`src/rtl/riscv_pkg.sv`:
```
// ============================================================================
// Module      : riscv_pkg
// Description : Shared types and constants for the data memory arbiter.
// Revision    : 1.0 - initial release
// ============================================================================
`timescale 1ns/1ps
`default_nettype none

package riscv_pkg;

  typedef enum logic [0:0] {
    IDLE    = 1'b0,
    RD_WAIT = 1'b1
  } arb_state_t;

  typedef enum logic [0:0] {
    OWN_CPU = 1'b0,
    OWN_LDR = 1'b1
  } owner_t;

  localparam logic [1:0] STORE_WORD = 2'b10;

endpackage

`default_nettype wire

```
`src/rtl/data_mem_arbiter_rr_arb2.sv`:
```
// ============================================================================
// Module      : rr_arb2
// Description : Two-way round-robin grant between CPU and loader.
// Revision    : 1.0 - initial release
// ============================================================================
`timescale 1ns/1ps
`default_nettype none

module rr_arb2
  import riscv_pkg::*;
(
  input  logic   clk,
  input  logic   reset,
  input  logic   i_en,
  input  logic   i_req_cpu,
  input  logic   i_req_ldr,
  output logic   o_gnt_valid,
  output owner_t o_gnt_owner
);

  owner_t r_last_gnt;

  // On a tie the requester that did not win last time is chosen.
  always_comb begin
    o_gnt_valid = i_en & (i_req_cpu | i_req_ldr);
    if (i_req_cpu && i_req_ldr) begin
      o_gnt_owner = (r_last_gnt == OWN_LDR) ? OWN_CPU : OWN_LDR;
    end else if (i_req_ldr) begin
      o_gnt_owner = OWN_LDR;
    end else begin
      o_gnt_owner = OWN_CPU;
    end
  end

  always_ff @(posedge clk or negedge reset) begin
    if (!reset) begin
      r_last_gnt <= OWN_LDR;
    end else if (o_gnt_valid) begin
      r_last_gnt <= o_gnt_owner;
    end
  end

endmodule

`default_nettype wire

```
`src/rtl/data_mem_arbiter.sv`:
```
// ============================================================================
// Module      : data_mem_arbiter
// Description : Shares a single-port data memory between CPU and loader port.
//               Optional macro ARB_PERF_CNT_EN adds stall/grant counters.
// Revision    : 1.0 - initial release
// ============================================================================
`timescale 1ns/1ps
`default_nettype none

module data_mem_arbiter
  import riscv_pkg::*;
#(
  parameter int ADDR_W  = 32,
  parameter int DATA_W  = 32,
  parameter int MEM_LAT = 1
) (
  input  logic              clk,
  input  logic              reset,
  input  logic              cpu_req,
  input  logic              cpu_we,
  input  logic [ADDR_W-1:0] cpu_addr,
  input  logic [DATA_W-1:0] cpu_wdata,
  input  logic [1:0]        cpu_store,
  output logic [DATA_W-1:0] cpu_rdata,
  output logic              cpu_stall,
  input  logic              ldr_req,
  input  logic              ldr_we,
  input  logic [ADDR_W-1:0] ldr_addr,
  input  logic [DATA_W-1:0] ldr_wdata,
  output logic              ldr_gnt,
  output logic              ldr_rvalid,
  output logic [DATA_W-1:0] ldr_rdata,
  output logic              mem_en,
  output logic              mem_we,
  output logic [ADDR_W-1:0] mem_addr,
  output logic [DATA_W-1:0] mem_wdata,
  output logic [1:0]        mem_store,
  input  logic [DATA_W-1:0] mem_rdata
`ifdef ARB_PERF_CNT_EN
  ,
  output logic [31:0]       perf_stall_cnt,
  output logic [31:0]       perf_ldr_cnt
`endif
);

  localparam int LAT_W = 2;

  arb_state_t        r_state;
  arb_state_t        w_state_nxt;
  owner_t            r_owner;
  logic [LAT_W-1:0]  r_lat_cnt;
  logic [DATA_W-1:0] r_cpu_rdata;
  logic [DATA_W-1:0] r_ldr_rdata;
  logic              w_arb_en;
  logic              w_gnt;
  owner_t            w_gnt_own;
  logic              w_issue_we;
  logic              w_rd_last;
  logic              w_cpu_done;

  // Combinational outputs are gated by reset so they clear the moment it asserts.
  assign w_arb_en   = reset & (r_state == IDLE);
  assign w_issue_we = (w_gnt_own == OWN_CPU) ? cpu_we : ldr_we;
  assign w_rd_last  = reset & (r_state == RD_WAIT) & (r_lat_cnt == '0);

  rr_arb2 u_rr_arb2 (
    .clk         (clk),
    .reset       (reset),
    .i_en        (w_arb_en),
    .i_req_cpu   (cpu_req),
    .i_req_ldr   (ldr_req),
    .o_gnt_valid (w_gnt),
    .o_gnt_owner (w_gnt_own)
  );

  always_ff @(posedge clk or negedge reset) begin
    if (!reset) begin
      r_state <= IDLE;
    end else begin
      r_state <= w_state_nxt;
    end
  end

  always_comb begin
    w_state_nxt = r_state;
    case (r_state)
      IDLE:    if (w_gnt && !w_issue_we) w_state_nxt = RD_WAIT;
      RD_WAIT: if (r_lat_cnt == '0)      w_state_nxt = IDLE;
      default: w_state_nxt = IDLE;
    endcase
  end

  always_comb begin
    mem_en     = 1'b0;
    mem_we     = 1'b0;
    mem_addr   = '0;
    mem_wdata  = '0;
    mem_store  = '0;
    ldr_gnt    = 1'b0;
    ldr_rvalid = 1'b0;
    w_cpu_done = 1'b0;
    if (w_gnt) begin
      mem_en = 1'b1;
      mem_we = w_issue_we;
      if (w_gnt_own == OWN_CPU) begin
        mem_addr   = cpu_addr;
        mem_wdata  = cpu_wdata;
        mem_store  = cpu_store;
        w_cpu_done = cpu_we;
      end else begin
        mem_addr  = ldr_addr;
        mem_wdata = ldr_wdata;
        mem_store = STORE_WORD;
        ldr_gnt   = 1'b1;
      end
    end
    if (w_rd_last) begin
      if (r_owner == OWN_CPU) w_cpu_done = 1'b1;
      else                    ldr_rvalid = 1'b1;
    end
  end

  assign cpu_stall = reset & cpu_req & ~w_cpu_done;
  // Read data is forwarded in the completion cycle, then held by the register.
  assign cpu_rdata = (w_rd_last && r_owner == OWN_CPU) ? mem_rdata : r_cpu_rdata;
  assign ldr_rdata = ldr_rvalid ? mem_rdata : r_ldr_rdata;

  always_ff @(posedge clk or negedge reset) begin
    if (!reset) begin
      r_lat_cnt   <= '0;
      r_owner     <= OWN_CPU;
      r_cpu_rdata <= '0;
      r_ldr_rdata <= '0;
    end else begin
      if (w_gnt && !w_issue_we) begin
        r_lat_cnt <= LAT_W'(MEM_LAT - 1);
        r_owner   <= w_gnt_own;
      end else if (r_state == RD_WAIT && r_lat_cnt != '0) begin
        r_lat_cnt <= r_lat_cnt - 1'b1;
      end
      if (w_rd_last) begin
        if (r_owner == OWN_CPU) r_cpu_rdata <= mem_rdata;
        else                    r_ldr_rdata <= mem_rdata;
      end
    end
  end

`ifdef ARB_PERF_CNT_EN
  logic [31:0] r_perf_stall_cnt;
  logic [31:0] r_perf_ldr_cnt;

  always_ff @(posedge clk or negedge reset) begin
    if (!reset) begin
      r_perf_stall_cnt <= '0;
      r_perf_ldr_cnt   <= '0;
    end else begin
      if (cpu_stall && r_perf_stall_cnt != 32'hFFFF_FFFF) r_perf_stall_cnt <= r_perf_stall_cnt + 32'd1;
      if (ldr_gnt && r_perf_ldr_cnt != 32'hFFFF_FFFF)     r_perf_ldr_cnt   <= r_perf_ldr_cnt + 32'd1;
    end
  end

  assign perf_stall_cnt = r_perf_stall_cnt;
  assign perf_ldr_cnt   = r_perf_ldr_cnt;
`endif

endmodule

`default_nettype wire
```
`config.mk`:
```
export PLATFORM = sky130hd
export DESIGN_NAME = data_mem_arbiter
export DESIGN_NICKNAME = d
export VERILOG_FILES = /design/src/rtl/riscv_pkg.sv /design/src/rtl/data_mem_arbiter_rr_arb2.sv /design/src/rtl/data_mem_arbiter.sv
export SDC_FILE = /design/constraint.sdc
export NUM_CORES = 1
export LEC_CHECK = 0
export CORE_AREA = 2 2 116 118
export CTS_BUF_LIST = sky130_fd_sc_hd__clkbuf_4 sky130_fd_sc_hd__clkbuf_8 sky130_fd_sc_hd__clkbuf_16
export DETAILED_ROUTE_END_ITERATION = 8
export DIE_AREA = 0 0 118 120
export GPL_TIMING_DRIVEN = 0
export PLACE_DENSITY = 0.75
export SLEW_MARGIN = 20
export SYNTH_ARGS = -nofsm -noshare
export SYNTH_HDL_FRONTEND = slang
export SYNTH_HIERARCHICAL = 1
export SYNTH_SLANG_ARGS = --single-unit
export TNS_END_PERCENT = 50
```
`constraint.sdc`:
```
create_clock -name clk -period 2.2 [get_ports clk]
set_input_delay 0.33 -clock clk [delete_from_list [all_inputs] [get_ports clk]]
set_output_delay 0.33 -clock clk [all_outputs]
set_load 0.005 [all_outputs]
```
Yosys cells after proc, flatten, opt, wreduce, memory -nomap -nowiden
Index checks and enable logic that the tools add are counted.
{ "classes": {"addsub": 1, "reduce_logical": 10, "mux": 27, "bitwise": 10} }
{ "op_table": {"columns": ["op", "count"], "rows": [
  ["$mux W32", 6],
  ["$mux W1", 16],
  ["$mux W2", 4],
  ["$and A1 B1 Y1", 6],
  ["$logic_and A1 B1 Y1", 4],
  ["$reduce_and A2 Y1", 2],
  ["$reduce_bool A2 Y1", 2],
  ["$not A1 Y1", 3],
  ["$logic_not A2 Y1", 1],
  ["$pmux W1 S2", 1],
  ["$sub A2 B1 Y2 const B", 1],
  ["$logic_not A1 Y1", 1],
  ["$or A1 B1 Y1", 1]
]} }
{ "totals": {"word_cells": 54, "regBits": 69, "inputBits": 168} }

Logic depth before layout (Yosys ltp)
Gate-level depths: netlist (run 1).
{ "logic_depth": {"word_depth": 8, "mapped_depth": 6, "mapped_depth_nobuf": 5} }

By module
The synthesis (run 1) kept the hierarchy.
{ "by_module_without_submodules": {"columns": ["mod", "cells_each", "instances", "seq_area_each_um2", "area_per_inst_um2"], "rows": [
  ["data_mem_arbiter", 342, 1, 1701.6, 4157.7],
  ["rr_arb2", 5, 1, 26.3, 52.6]
]} }

Worst setup path after synthesis (run 1)
Ideal clock, no wire load.
{ "synth_timing": {"path_type": "reg-to-output", "start": "register r_state", "end": "output port mem_addr[23]", "stages_incl_launch_ff": 6, "slack_ns": 0.397, "n_path_buf": 2, "t_arrival_ns": 1.473, "path_cell_list": "dfrtp_1 and2b_1 o21a_1 clkbuf_1 clkbuf_1 nor2b_1"} }
{ "synth_via": {"elab_chain_cells": 4} }
{ "synth_rtl": {"columns": ["item", "line_no", "source"], "rows": [
  ["start, declared", "data_mem_arbiter.sv:48", "arb_state_t r_state;"],
  ["start signal, assigned", "data_mem_arbiter.sv:80", "r_state <= w_state_nxt;"],
  ["$not A1 Y1", null, null],
  ["$and A1 B1 Y1", "data_mem_arbiter.sv:62", "assign w_arb_en = reset & (r_state == IDLE);"],
  ["net w_arb_en", "data_mem_arbiter.sv:54", "logic w_arb_en;"],
  ["$and A1 B1 Y1", "data_mem_arbiter_rr_arb2.sv:25", "o_gnt_valid = i_en & (i_req_cpu | i_req_ldr);"],
  ["$mux W32", "data_mem_arbiter.sv:102", "if (w_gnt) begin"],
  ["end, declared", "data_mem_arbiter.sv:35", "output logic [ADDR_W-1:0] mem_addr,"]
]} }
The timed path passes the listed nets, and every way through them passes these cells.

Worst setup path in the final report (run 1)
{ "layout_timing": {"start": "register r_lat_cnt[0]", "end": "output port cpu_rdata[8]"} }
{ "layout_via": {"elab_chain_cells": 4} }
{ "layout_rtl": {"columns": ["item", "line_no", "source"], "rows": [
  ["start, declared", "data_mem_arbiter.sv:51", "logic [LAT_W-1:0] r_lat_cnt;"],
  ["start signal, assigned", "data_mem_arbiter.sv:136", "r_lat_cnt <= LAT_W'(MEM_LAT - 1);"],
  ["start signal, assigned", "data_mem_arbiter.sv:139", "r_lat_cnt <= r_lat_cnt - 1'b1;"],
  ["$logic_not A2 Y1", "data_mem_arbiter.sv:64", "assign w_rd_last = reset & (r_state == RD_WAIT) & (r_lat_cnt == '0);"],
  ["$and A1 B1 Y1", "data_mem_arbiter.sv:64", null],
  ["$logic_and A1 B1 Y1", "data_mem_arbiter.sv:125", "assign cpu_rdata = (w_rd_last && r_owner == OWN_CPU) ? mem_rdata : r_cpu_rdata;"],
  ["$mux W32", "data_mem_arbiter.sv:125", null],
  ["end, declared", "data_mem_arbiter.sv:24", "output logic [DATA_W-1:0] cpu_rdata,"]
]} }
No other way between the ends.

==> run_results.csv, run 1 <==
group,metric,value,unit
job,maxCapViolations,0,
sta,fin_hold_ws,0.0558,ns
synth,async_flop_share,1.00,
sta,maxSlewHeadroom,0.643,
floorplanning,core,13000,µm²
synth,synth_top_area_share,0.404,
synth,synth_top_family_by_area,"multiplexers",
sta,hold_viol,0,
cells_and_area,nets,867,
global_routing,antenna_found_initial,0,
placement,dp_hpwl,12.5,mm
global_routing,overflow,0,
worst_setup_path,crit_type,"flip-flop to output pin",
cells_and_area,fin_cells,879,
sta,fmax,417,MHz
clock_network,htreeDepth,3,
global_routing,grt_pass1_vias,4363,
floorplanning,dieArea,14200,µm²
worst_setup_path,crit_path_end_kind,"output pin",
drt,wire_per_inst,18.7,µm
synth,netlist-cell-type-count,30,
outcome,violations,"setup timing",
placement,port_buffers,302,
global_routing,grt_max_degree,25,
cells_and_area,syn_to_final_growth,98.3,%
power_and_ir_drop,total_power,7.50,mW
cells_and_area,final_area,8350,µm²
drt,drc,0,
clock_network,cts.path.max_buffers,2,
synth,syn_avg_cell_area,12.1,µm²
sta,tightestPinTransition,0.535,ns
drt,firstDrtPassIters,4,
sta,period_needed,2.40,ns
worst_setup_path,cp_max_fo,10,
worst_setup_path,reg2reg_slack,0.37,ns
floorplanning,die_h,120,µm
power_and_ir_drop,ir_drop,0.693,mV
outcome,status,"finished with violations",
worst_setup_path,r2r-start,"r_lat_cnt[1]$_DFFE_PN0P_",
placement,globalplace.congestion,0.818,
synth,synth_common_cells,"mux2_2 (90), dfrtp_1 (68), nor2b_1 (66)",
synth,synth_nets,516,
worst_setup_path,crit_start,"r_lat_cnt[0]$_DFFE_PN0P_",
worst_setup_path,crit_arrival,2.07,ns
synth,synthAdderAreaFrac,0.00297,
sta,drv_slew,0,
synth,yosysMostFrequentCell,"mux2_2",
sta,skew,0.00687,ns
power_and_ir_drop,p_leak,3.95,nW
synth,synth.cell_area,4210,µm²
synth,synth-xor-area-share,0.00208,
power_and_ir_drop,p_per_area,899,nW/µm²
worst_setup_path,startpoint_type,"flip-flop",
sta,fin_crit_sh,1.09,
sta,setup_slack,-0.199,ns
placement,dpl_cell_area,7480,µm²
synth,netlist_instances,347,
hold_path,hold_path_class,"input pin to asynchronous set/reset pin",
cells_and_area,antenna_cells,0,
synth,ys_ff_latch,69,
clock_network,clkTransAtPathRegs,0.05,ns
synth,synth.area.top_cells,"dfrtp_1 (40%), mux2_2 (24%), mux2i_1 (15%)",
floorplanning,ios,303,
sta,setup_viol,47,
clock_network,numCtsBuffers,9,
cells_and_area,fillers,1018,
floorplanning,die_x,118,µm
clock_network,clkLatencyLatePin,0.33,ns
sta,rsz0062_at_grt,"yes",
drt,drt_iter0_drc,141,
synth,synth_top_cell_by_area,"dfrtp_1",
synth,synth_simple_gate_area_frac,0.120,
synth,yosysSeqAreaShare,0.410,
clock_network,cts_sinks,69,
worst_setup_path,required,1.87,ns
synth,synth_mux_area_frac,0.410,
synth,ys_warn_count,6,
synth,synth_edf_count,0,
global_routing,grt_use_total,0.223,
floorplanning,initial_core_util,0.324,
synth,synth_compound_area_frac,0.0155,
drt,drtAntennaViolNets,0,
clock_network,cts_root_buffer,"clkbuf_16",
global_routing,grt_pass1_wl,24.5,mm
drt,via_per_inst,4.63,
floorplanning,num_rows,42,
drt,dr_total_vias,4070,
drt,postRouteWirelength,16.4,mm
synth,synth_ff_type,"dfrtp_1",
clock_network,cts_tree,"done",
cells_and_area,drive_above_1_share,0.398,
placement,dpl.cell_count,826,
placement,place_ws,-1.08,ns
sta,fin_setup_tns,-5.79,ns
cells_and_area,final_util,0.643,
## sequential cells by signal, summed over array words and instances, names as in the netlist
name / count
r_cpu_rdata: 32
u_rr_arb2/r_last_gnt: 1
r_ldr_rdata: 32
r_owner: 1
r_state: 1
r_lat_cnt: 2
## layout by cell type (no fill, tap or decap), drive strengths merged
cell type / instances
and4: 1
buf: 99
clkdlybuf4s50: 195
dfstp: 1
and2b: 1
a21oi: 4
nand3b: 1
mux2: 95
bufbuf: 2
nand2b: 1
a221oi: 1
nand4: 1
dlygate4sd3: 1
a31oi: 1
mux2i: 65
nand2: 1
a21boi: 1
nor2: 2
xnor2: 1
clkinv: 5
and2: 1
clkinvlp: 1
dlymetal6s2s: 2
and3b: 1
ha: 1
o21bai: 1
dfrtp: 68
nand4b: 1
dlygate4sd2: 19
o21a: 2
inv: 4
clkbuf: 43
clkdlybuf4s15: 14
nor2b: 66
## kinds of logic after synthesis
kind of cell             Yosys count
buffers and inverters             29
AND/OR/NAND/NOR                   77
flip-flops                        69
multiplexers                     160
adder cells (fa/ha/maj)            1
XOR/XNOR                           1
AO/OA/AOI/OAI                     10
## report_power, final
part / internal, mW / switching [mW]
clock: 0.772 / 0.534
combinational: 2.63 / 1.45
sequential: 1.88 / 0.232
total: 5.28 / 2.22
## cell type report
cell class / instances / area [µm²] / area share
plain buffers: 22 / 338 / 0.0405
clock buffers: 10 / 233 / 0.0279
inverters: 4 / 15.0 / 0.00180
well taps: 176 / 220 / 0.0264
flip-flops and latches: 69 / 1730 / 0.207
clock inverters: 6 / 40.0 / 0.00480
multi-input cells: 249 / 2530 / 0.303
repair buffers: 343 / 3240 / 0.388
## per-layer routing
layer	global-route usage	routed length, µm	vias up
li1	-	-	1918
met1	0.257	6570	1956
met2	0.395	8320	165
met3	0.0741	1190	31
met4	0.0640	345	0
met5	0	0	-
## worst paths after layout
kind | to | cells after the start
min in group clk | u_rr_arb2/r_last_gnt$_DFFE_PN1P_ | 2
worst min register to register | r_cpu_rdata[19]$_DFFE_PN0P_ | 1
worst min-delay path | r_cpu_rdata[23]$_DFFE_PN0P_ | 2
max in group asynchronous | r_state$_DFF_PN0_ | 3
worst max-delay path | cpu_rdata[8] | 6
worst max register to register | r_ldr_rdata[7]$_DFFE_PN0P_ | 9
## timing repair
action / in CTS / in global routing
resized for setup: 339 / 105
endpoints found under the setup margin: 135 / 117
endpoints found under the hold margin: 24 / 0
setup buffers: 24 / 9
cloned: 5 / 2
hold buffers: 2 / 0
pin swaps: 3 / 2
## worst max-delay path, stage by stage (launching register included)
cell and delay [ns]:
dfrtp_1 0.37, inv_2 0.05, ha_4 0.17, nand4b_4 0.13
buf_6 0.17, mux2_2 0.36, clkdlybuf4s50_1 0.49
Note: power is estimated with default switching activity, not from simulation.
==> run 2: changes to the inputs <==
--- a/config.mk
+++ b/config.mk
@@ -5,12 +5,13 @@
 export SDC_FILE = /design/constraint.sdc
 export NUM_CORES = 1
 export LEC_CHECK = 0
-export CORE_AREA = 2 2 116 118
+export CORE_MARGIN = 2
+export CORE_UTILIZATION = 32
 export CTS_BUF_LIST = sky130_fd_sc_hd__clkbuf_4 sky130_fd_sc_hd__clkbuf_8 sky130_fd_sc_hd__clkbuf_16
 export DETAILED_ROUTE_END_ITERATION = 8
-export DIE_AREA = 0 0 118 120
+export GPL_ROUTABILITY_DRIVEN = 0
 export GPL_TIMING_DRIVEN = 0
-export PLACE_DENSITY = 0.75
+export PLACE_DENSITY = 0.76
 export SLEW_MARGIN = 20
 export SYNTH_ARGS = -nofsm -noshare
 export SYNTH_HDL_FRONTEND = slang
==> constraint.sdc (replaced) <==
create_clock -name clk -period 2.1 [get_ports clk]
set_input_delay 0.315 -clock clk [delete_from_list [all_inputs] [get_ports clk]]
set_output_delay 0.315 -clock clk [all_outputs]
set_load 0.005 [all_outputs]
==> run 2 against run 1 <==
Net effect: the flow still finishes with violations (setup timing); sequential power rose by 6%; global-route usage up 3.5 points; worst setup slack gained 0.068 ns; design area is 6.5% higher; clock skew down 0.0023 ns; total power up 18%; combinational power up 19%; utilization is 5.6 points higher; critical endpoint is now mem_wdata[4]; largest cell class unchanged.
==> run_results.csv, run 2 (synthesis results as in run 1) <==
group,metric,value,unit
outcome,status,"finished with violations",
outcome,violations,"setup timing",
placement,dp_hpwl,12.2,mm
clock_network,cts_tree,"done",
cells_and_area,fin_cells,914,
floorplanning,dieArea,14100,µm²
sta,tightestPinTransition,0.646,ns
power_and_ir_drop,swShare,0.293,
cells_and_area,multi_input_area,2640,µm²
cells_and_area,reg_top3,"r_cpu_rdata (32), r_ldr_rdata (32), r_lat_cnt (2)",
clock_network,cts.path.max_buffers,2,
drt,drc,0,
sta,skew,0.00456,ns
job,maxCapViolations,0,
cells_and_area,final_cell_mix,"clkdlybuf4s50_1 (164), mux2_2 (75), buf_2 (75)",
power_and_ir_drop,net-switching-power,2.58,mW
floorplanning,die_h,119,µm
worst_setup_path,startpoint_type,"flip-flop",
clock_network,cts_root_buffer,"clkbuf_16",
global_routing,overflow,0,
sta,fin_crit_sh,1.06,
power_and_ir_drop,internal_power,6.23,mW
worst_setup_path,cp_max_fo,5,
drt,drtAntennaViolNets,0,
sta,drv_slew,0,
hold_path,hold_path_class,"input pin to asynchronous set/reset pin",
sta,period_needed,2.23,ns
placement,dpl.cell_count,822,
sta,fmax,448,MHz
drt,drt_iter0_drc,112,
cells_and_area,register_area,1730,µm²
power_and_ir_drop,p_comb_frac,0.553,
floorplanning,die_x,119,µm
clock_network,cts_sinks,69,
cells_and_area,fillers,954,
cells_and_area,final_util,0.699,
drt,via_per_inst,4.64,
floorplanning,core,12700,µm²
drt,firstDrtPassIters,4,
drt,wire_per_inst,19.8,µm
worst_setup_path,crit_path_end_kind,"output pin",
power_and_ir_drop,power.share.clock,0.194,
sta,hold_viol,0,
sta,maxSlewHeadroom,0.568,
worst_setup_path,crit_arrival,1.92,ns
drt,dr_total_vias,4242,
worst_setup_path,crit_start,"u_rr_arb2/r_last_gnt$_DFFE_PN1P_",
drt,postRouteWirelength,18.1,mm
power_and_ir_drop,p_seq_frac,0.253,
power_and_ir_drop,p_per_area,991,nW/µm²
cells_and_area,final_common_cell,"clkdlybuf4s50_1",
worst_setup_path,r2r-start,"r_lat_cnt[1]$_DFFE_PN0P_",
global_routing,antenna_found_initial,0,
clock_network,clkLatencyLatePin,0.33,ns
cells_and_area,drive_above_1_share,0.527,
floorplanning,num_rows,41,
worst_setup_path,required,1.78,ns
power_and_ir_drop,ir_drop,0.735,mV
placement,port_buffers,302,
cells_and_area,syn_to_final_growth,111,%
sta,rsz0062_at_grt,"yes",
global_routing,grt_use_total,0.259,
cells_and_area,nets,907,
sta,setup_viol,76,
clock_network,numCtsBuffers,9,
worst_setup_path,crit_type,"flip-flop to output pin",
clock_network,htreeDepth,3,
global_routing,grt_pass1_wl,28.5,mm
sta,setup_slack,-0.132,ns
global_routing,grt_pass1_vias,4825,
floorplanning,ios,303,
cells_and_area,antenna_cells,0,
global_routing,grt_max_degree,40,
power_and_ir_drop,p_leak,4.33,nW
clock_network,clkTransAtPathRegs,0.06,ns
floorplanning,initial_core_util,0.331,
## run 2: cell types whose count changed in the layout (fill, tap and decap cells not counted), sizes merged
cell	change
clkdlybuf4s15	-14
inv	+1
nand4	+1
dlymetal6s2s	-1
bufbuf	-1
bufinv	+3
buf	+101
clkinv	-4
clkbuf	+1
dlygate4sd2	-17
clkdlybuf4s50	-31
## run 2: power groups by stage
stage | clock [mW] | sequential [mW] | combinational, mW
3_3_place_gp | 0 | 2.18 | 4.01
6_report | 1.71 | 2.23 | 4.87
3_5_place_dp | 0 | 2.22 | 4.08
2_1_floorplan | 0 | 2.14 | 1.73
4_1_cts | 1.73 | 2.20 | 4.72
5_1_grt | 1.80 | 2.30 | 5.18
## run 2: final cells by class
class,count,area share
Clock buffer,9,0.0253
Inverter,4,0.00169
Sequential cell,69,0.195
Buffer,20,0.0363
Clock inverter,6,0.0125
Multi-Input combinational cell,250,0.297
Timing Repair Buffer,384,0.408
Tap cell,172,0.0242
## run 2: worst paths after layout
kind	to	slack, ns	cells past startpoint
setup / recovery	mem_wdata[4]	-0.13	8
hold / removal	r_ldr_rdata[15]$_DFFE_PN0P_	0.01	3
setup reg to reg	r_ldr_rdata[27]$_DFFE_PN0P_	0.32	8
hold reg to reg	r_cpu_rdata[14]$_DFFE_PN0P_	0.49	1
max in group asynchronous	r_state$_DFF_PN0_	0.94	3
min in group clk	u_rr_arb2/r_last_gnt$_DFFE_PN1P_	0.47	2
## run 2: stage by stage
| stage | power (mW) | hold WS (ns) | TNS [ns] | cell area [µm²] | setup slack (ns) |
|---|---|---|---|---|---|
| after floorplan | 3.87 | 0.0194 | 0 | 4210 | 0.312 |
| after CTS | 8.65 | 0.0174 | -14.05 | 8930 | -0.235 |
| final | 8.81 | 0.0148 | -4.70 | 8890 | -0.132 |
| after global placement | 6.19 | 0.472 | -724.54 | 7450 | -3.42 |
| after global routing | 9.29 | 0.0207 | -10.83 | 8890 | -0.197 |
| after detailed placement | 6.30 | 0.326 | -113.96 | 7470 | -1.22 |
## run 2: critical path, cell delays in order, from the launching register on
cell	delay, ns
dfstp_2	0.56
a21boi_4	0.08
buf_12	0.16
buf_8	0.13
buf_12	0.13
buf_6	0.12
mux2i_2	0.14
nor2b_1	0.11
buf_2	0.16
## run 2: what timing repair did
action / in CTS / in global routing
resized for setup: 630 / 109
endpoints found under the setup margin: 136 / 135
hold endpoints to repair: 39 / 0
hold buffers: 3 / 0
buffers inserted: 62 / 9
cloned: 14 / 1
pin swaps: 4 / 2
## run 2: layer usage
metal  share of wire  routed length, µm  up-vias  global-route usage
met5               0                  0        -                   0
met4           0.026                464        0              0.0804
met3           0.071               1290       29              0.0724
met2            0.52               9440      170               0.466
met1            0.38               6950     2043               0.294
li1                -                  -     2000                   -
==> run 3: changes to the inputs <==
--- a/config.mk
+++ b/config.mk
@@ -5,13 +5,14 @@
 export SDC_FILE = /design/constraint.sdc
 export NUM_CORES = 1
 export LEC_CHECK = 0
+export CORE_ASPECT_RATIO = 0.6
 export CORE_MARGIN = 2
-export CORE_UTILIZATION = 32
+export CORE_UTILIZATION = 38
 export CTS_BUF_LIST = sky130_fd_sc_hd__clkbuf_4 sky130_fd_sc_hd__clkbuf_8 sky130_fd_sc_hd__clkbuf_16
 export DETAILED_ROUTE_END_ITERATION = 8
 export GPL_ROUTABILITY_DRIVEN = 0
 export GPL_TIMING_DRIVEN = 0
-export PLACE_DENSITY = 0.76
+export PLACE_DENSITY = 0.95
 export SLEW_MARGIN = 20
 export SYNTH_ARGS = -nofsm -noshare
 export SYNTH_HDL_FRONTEND = slang
==> constraint.sdc (replaced) <==
create_clock -name clk -period 2.8 [get_ports clk]
set_input_delay 0.42 -clock clk [delete_from_list [all_inputs] [get_ports clk]]
set_output_delay 0.42 -clock clk [all_outputs]
set_load 0.005 [all_outputs]
==> run 3 against run 2 <==
Net effect: the run now ends clean; sequential share of layout area is 2.1 points higher; utilization is 5.2 points higher; global-route usage is 0.65 points higher; die area is 15% lower; routed wire length is 9.1% lower; highest routed layer unchanged.
==> run_results.csv, run 3 (synthesis results as in run 1) <==
group,metric,value,unit
worst_setup_path,startpoint_type,"flip-flop",
worst_setup_path,required,2.38,ns
worst_setup_path,crit_path_end_kind,"output pin",
cells_and_area,reg_top3,"r_cpu_rdata (32), r_ldr_rdata (32), r_lat_cnt (2)",
worst_setup_path,crit_family,"buffers and inverters",
drt,drtAntennaViolNets,0,
drt,drt_iter0_drc,114,
power_and_ir_drop,p_leak,3.46,nW
global_routing,overflow,0,
clock_network,clkLatencyLatePin,0.33,ns
cells_and_area,nets,842,
global_routing,grt_pass1_wl,24.4,mm
cells_and_area,syn_to_final_growth,90.3,%
clock_network,numCtsBuffers,9,
floorplanning,ios,303,
power_and_ir_drop,total_power,6.07,mW
floorplanning,die_x,140,µm
clock_network,htreeDepth,3,
cells_and_area,drive_above_1_share,0.240,
drt,wire_per_inst,20.2,µm
worst_setup_path,cp_slowest_cell,"clkdlybuf4s50_1",
cells_and_area,fillers,750,
cells_and_area,final_common_cell,"clkdlybuf4s50_1",
global_routing,grt_max_degree,39,
worst_setup_path,cp_max_fo,10,
global_routing,grt_pass1_vias,4275,
placement,dp_hpwl,12.9,mm
worst_setup_path,crit_start,"r_lat_cnt[0]$_DFFE_PN0P_",
clock_network,cts_tree,"done",
sta,period_needed,2.71,ns
worst_setup_path,crit_arrival,2.29,ns
sta,setup_slack,0.0866,ns
job,maxCapViolations,0,
sta,fin_crit_sh,0.969,
worst_setup_path,path_buf_inv,3,
placement,dpl_cell_area,7420,µm²
cells_and_area,final_cell_mix,"clkdlybuf4s50_1 (298), mux2_2 (90), dfrtp_1 (67)",
cells_and_area,final_area,8010,µm²
floorplanning,core,10700,µm²
worst_setup_path,critPathMaxStageDelay,0.49,ns
placement,place_ws,-0.511,ns
drt,firstDrtPassIters,4,
sta,skew,0.00593,ns
clock_network,clkTransAtPathRegs,0.06,ns
sta,fmax,369,MHz
worst_setup_path,path_cells,"inv_1, ha_4, nand4b_4, buf_2, mux2_2, clkdlybuf4s50_1",
drt,via_per_inst,4.96,
sta,drv_slew,0,
global_routing,grt_use_total,0.265,
drt,postRouteWirelength,16.5,mm
sta,hold_viol,0,
clock_network,cts_root_buffer,"clkbuf_16",
floorplanning,dieArea,12000,µm²
outcome,status,"complete, no violations",
sta,setup_viol,0,
floorplanning,initial_core_util,0.395,
worst_setup_path,crit_type,"flip-flop to output pin",
placement,port_buffers,302,
cells_and_area,antenna_cells,0,
clock_network,cts.path.max_buffers,2,
worst_setup_path,r2r-start,"u_rr_arb2/r_last_gnt$_DFFE_PN1P_",
sta,tightestPinTransition,0.820,ns
drt,drc,0,
hold_path,hold_path_class,"input pin to asynchronous set/reset pin",
global_routing,antenna_found_initial,0,
sta,maxSlewHeadroom,0.452,
power_and_ir_drop,p_per_area,758,nW/µm²
drt,dr_total_vias,4053,
clock_network,cts_sinks,69,
floorplanning,num_rows,29,
power_and_ir_drop,ir_drop,0.586,mV
floorplanning,die_h,85.5,µm
==> run 3: cell type report <==
| type | count | area, µm² | area share |
|---|---|---|---|
| inverters | 4 | 15.0 | 0.00187 |
| plain buffers | 25 | 238 | 0.0297 |
| clock inverters | 7 | 73.8 | 0.00921 |
| repair buffers | 314 | 3130 | 0.390 |
| clock buffers | 9 | 225 | 0.0281 |
| multi-input cells | 250 | 2430 | 0.303 |
| flip-flops and latches | 69 | 1730 | 0.216 |
| well taps | 139 | 174 | 0.0217 |
==> run 3: path summary, 6_finish.rpt <==
check                                                        end  cells past startpoint  slack [ns]
worst min register to register                 r_state$_DFF_PN0_                      1        0.49
worst min-delay path            u_rr_arb2/r_last_gnt$_DFFE_PN1P_                      1        0.11
max in group asynchronous            r_cpu_rdata[28]$_DFFE_PN0P_                      2        1.47
worst max register to register          r_lat_cnt[1]$_DFFE_PN0P_                      6        1.16
min in group clk                               r_state$_DFF_PN0_                      1        0.49
worst max-delay path                               cpu_rdata[23]                      6        0.09
==> run 3: power by group <==
part	total, mW	leakage (nW)	switching [mW]	internal (mW)
clock	1.12	0.146	0.433	0.692
sequential	1.68	0.883	0.202	1.48
combinational	3.27	2.43	1.14	2.13
total	6.07	3.46	1.77	4.30
==> run 3: stage by stage <==
step           hold slack [ns]  setup TNS (ns)  instances   util
5_1_grt                  0.101         -0.0273        817  0.751
3_5_place_dp             0.415          -21.51        789  0.696
6_report                 0.108               0        817  0.751
4_1_cts                 0.0906         -0.0590        807  0.734
2_1_floorplan            0.124               0        347      -
3_3_place_gp             0.476         -573.41        788  0.694
==> run 3: timing repair <==
item	CTS	global route
gates resized for setup	35	32
setup endpoints to repair	87	127
pin swaps	0	1
setup buffers	0	9
hold endpoints to repair	18	0
hold buffers	2	0
cloned	0	1
==> run 3: metal layers <==
metal	up-vias	track usage	part of all wire
li1	1872	-	-
met1	1994	0.331	0.41
met2	167	0.482	0.52
met3	20	0.0609	0.058
met4	0	0.0464	0.013
met5	-	0	0
==> RTL edit: new RTL, flow settings as in run 3 <==
Set the parameter `ADDR_W` to 36 (it was 32).
--- a/src/rtl/data_mem_arbiter.sv
+++ b/src/rtl/data_mem_arbiter.sv
@@ -10,7 +10,7 @@
 module data_mem_arbiter
   import riscv_pkg::*;
 #(
-  parameter int ADDR_W  = 32,
+  parameter int ADDR_W  = 36,
   parameter int DATA_W  = 32,
   parameter int MEM_LAT = 1
 ) (
Ports: changed (resized cpu_addr, ldr_addr and mem_addr); port bits go from 303 to 315. The function was not compared with the original's and may differ.
==> RTL edit against run 3 <==
- area after synthesis is 1.5% higher
- wire length is 2.4% lower
- final cell count is 1.6% higher
- largest power group unchanged
- worst setup slack worse by 0.020 ns
- clock skew is 0.0032 ns lower
- critical endpoint is now ldr_rdata[31]
- total power is 1.0% higher
- cell area is 1.4% higher
- sequential cell count stayed put
==> RTL edit: results (changes against run 3) <==
layout cells sized above 1: 21.7% (-2.3 points)
Post-synth ARST share: 100% (unchanged)
Top Layer Used: met4
slack of the critical path: 0.0665 ns (-0.0201 ns)
dpl cell area: 0.00761 sq mm (+2.4%)
wl on met1: 6.43 mm (-5.0%)
post-place setup slack: -0.609 ns (-0.0974 ns)
top_reg_cell synth: dfrtp_1
top post-synthesis cells by count: mux2_2 (90), nor2b_1 (71), mux2i_1 (69)
H-tree depth: 3 (unchanged)
Critical Path Sink: ldr_rdata[31]
Min Hold Slack: 0.103 ns (-0.00429 ns)
outcome: complete, no violations
WL met3: 1.09 mm (+14%)
largest net degree at the start of global routing: 45 (+15%)
Largest regs: r_cpu_rdata: 32 flops, r_ldr_rdata: 32 flops, r_lat_cnt: 2 flops
Root Buffer: clkbuf_16
Distinct cells, synth: 27 (-10%)
Compound-Gate Fraction of Synth Area: 1.52% (-0.022 points)
vias: 4057 (+0.099%)
worst-path maximum fanout: 10 (unchanged)
NumNets Final: 863 (+2.5%)
reg2reg setup slack: 1.15 ns
Worst EP arrival: 2.31 ns (+0.02 ns)
FF-to-FF path depth: 5 (-1)
Worst R2R End: r_ldr_rdata[31]
Initial DRC Count: 97 (-15%)
CTS Buf Count: 9 (unchanged)
GRT Util Overall: 26.4% (-0.14 points)
IO buf count: 314 (+4.0%)
worst reg2reg path startpoint: r_lat_cnt[0]
sequential area share after synthesis: 40.5% (-0.59 points)
Worst Tran Pin Value: 0.337 ns (-0.482 ns)
WL final: 16.1 mm (-2.4%)
M3 GR Usage: 8.21% (+2.1 points)
global-route wire length before repair: 24.5 mm (+0.36%)
most area-consuming cells after synthesis: dfrtp_1 (40%), mux2_2 (24%), mux2i_1 (16%)
multiplexer area fraction after synthesis: 41.2% (+0.17 points)
number of global-route vias before repair: 4481 (+4.8%)
DRT antenna net count: 0 (unchanged)
Synthesized Nets: 532 (+3.1%)
first-pass iteration count of the detailed router: 4 (unchanged)
Clock Skew: 0.00273 ns (-0.00320 ns)
GRT met1 Usage: 30.1% (-3.0 points)
detailed-placement wirelength estimate: 13.1 mm (+2.0%)
CTS max path bufs: 2 (unchanged)
met2 WL: 8.14 mm (-4.8%)
Synth Area in XOR/XNOR: 0.205% (-0.0030 points)
met2 usage: 47.7% (-0.49 points)
Adder-Cell Fraction of Synth Area: 0.293% (-0.0043 points)
peak supply drop: 0.498 mV (-15%)
Static Leakage: 3.53 nW (+1.9%)
RTL edit: cell types whose count changed after synthesis:
cell | run 3 | this run
mux2i_1 | 65 | 69
and2b_1 | 1 | 0
mux2_4 | 2 | 0
nor2b_1 | 66 | 71
buf_2 | 10 | 11
buf_6 | 4 | 6
mux2_1 | 3 | 5
buf_4 | 3 | 0
RTL edit: cells by family (layout without fill, tap and decap cells):
logic type / count (synthesis) / in the layout
buffers and inverters: 29 / 365
and+or+nand+nor: 81 / 81
adders and majority gates: 1 / 1
muxes: 164 / 164
AOI/OAI and AO/OA: 10 / 10
xor gates and xnor gates: 1 / 1
DFF: 69 / 69
RTL edit: metrics by stage:
| step | utilization, % | instances |
|---|---|---|
| 2_1_floorplan | - | 355 |
| 3_3_place_gp | 70.7 | 808 |
| 3_5_place_dp | 70.8 | 809 |
| 4_1_cts | 75.2 | 830 |
| 5_1_grt | 75.6 | 830 |
| 6_report | 75.6 | 830 |
RTL edit: where the power goes:
group          internal (mW)  switching [mW]
Combinational           2.11            1.10
Clock                  0.795           0.458
Sequential              1.48           0.198
RTL edit: worst max-delay path: stages, from the launching register on:
cell and delay (ns):
dfrtp_1 0.39, inv_1 0.07, ha_2 0.24, nand4_4 0.23, buf_6 0.24, mux2_1 0.34, clkdlybuf4s50_1 0.47
RTL edit: area by class of cell:
class	count	area, sq um
Buffer	25	224
Clock buffer	9	225
Clock inverter	7	105
Fill cell	708	2620
Inverter	4	15.0
Multi-Input combinational cell	257	2430
Sequential cell	69	1730
Tap cell	139	174
Timing Repair Buffer	320	3220
RTL edit: timing repair:
action	CTS	global route
endpoints found under the hold margin	24	0
setup buffers	3	0
resized for setup	37	13
pin swaps	1	1
endpoints found under the setup margin	103	67
hold buffers	1	0
cloned	1	0
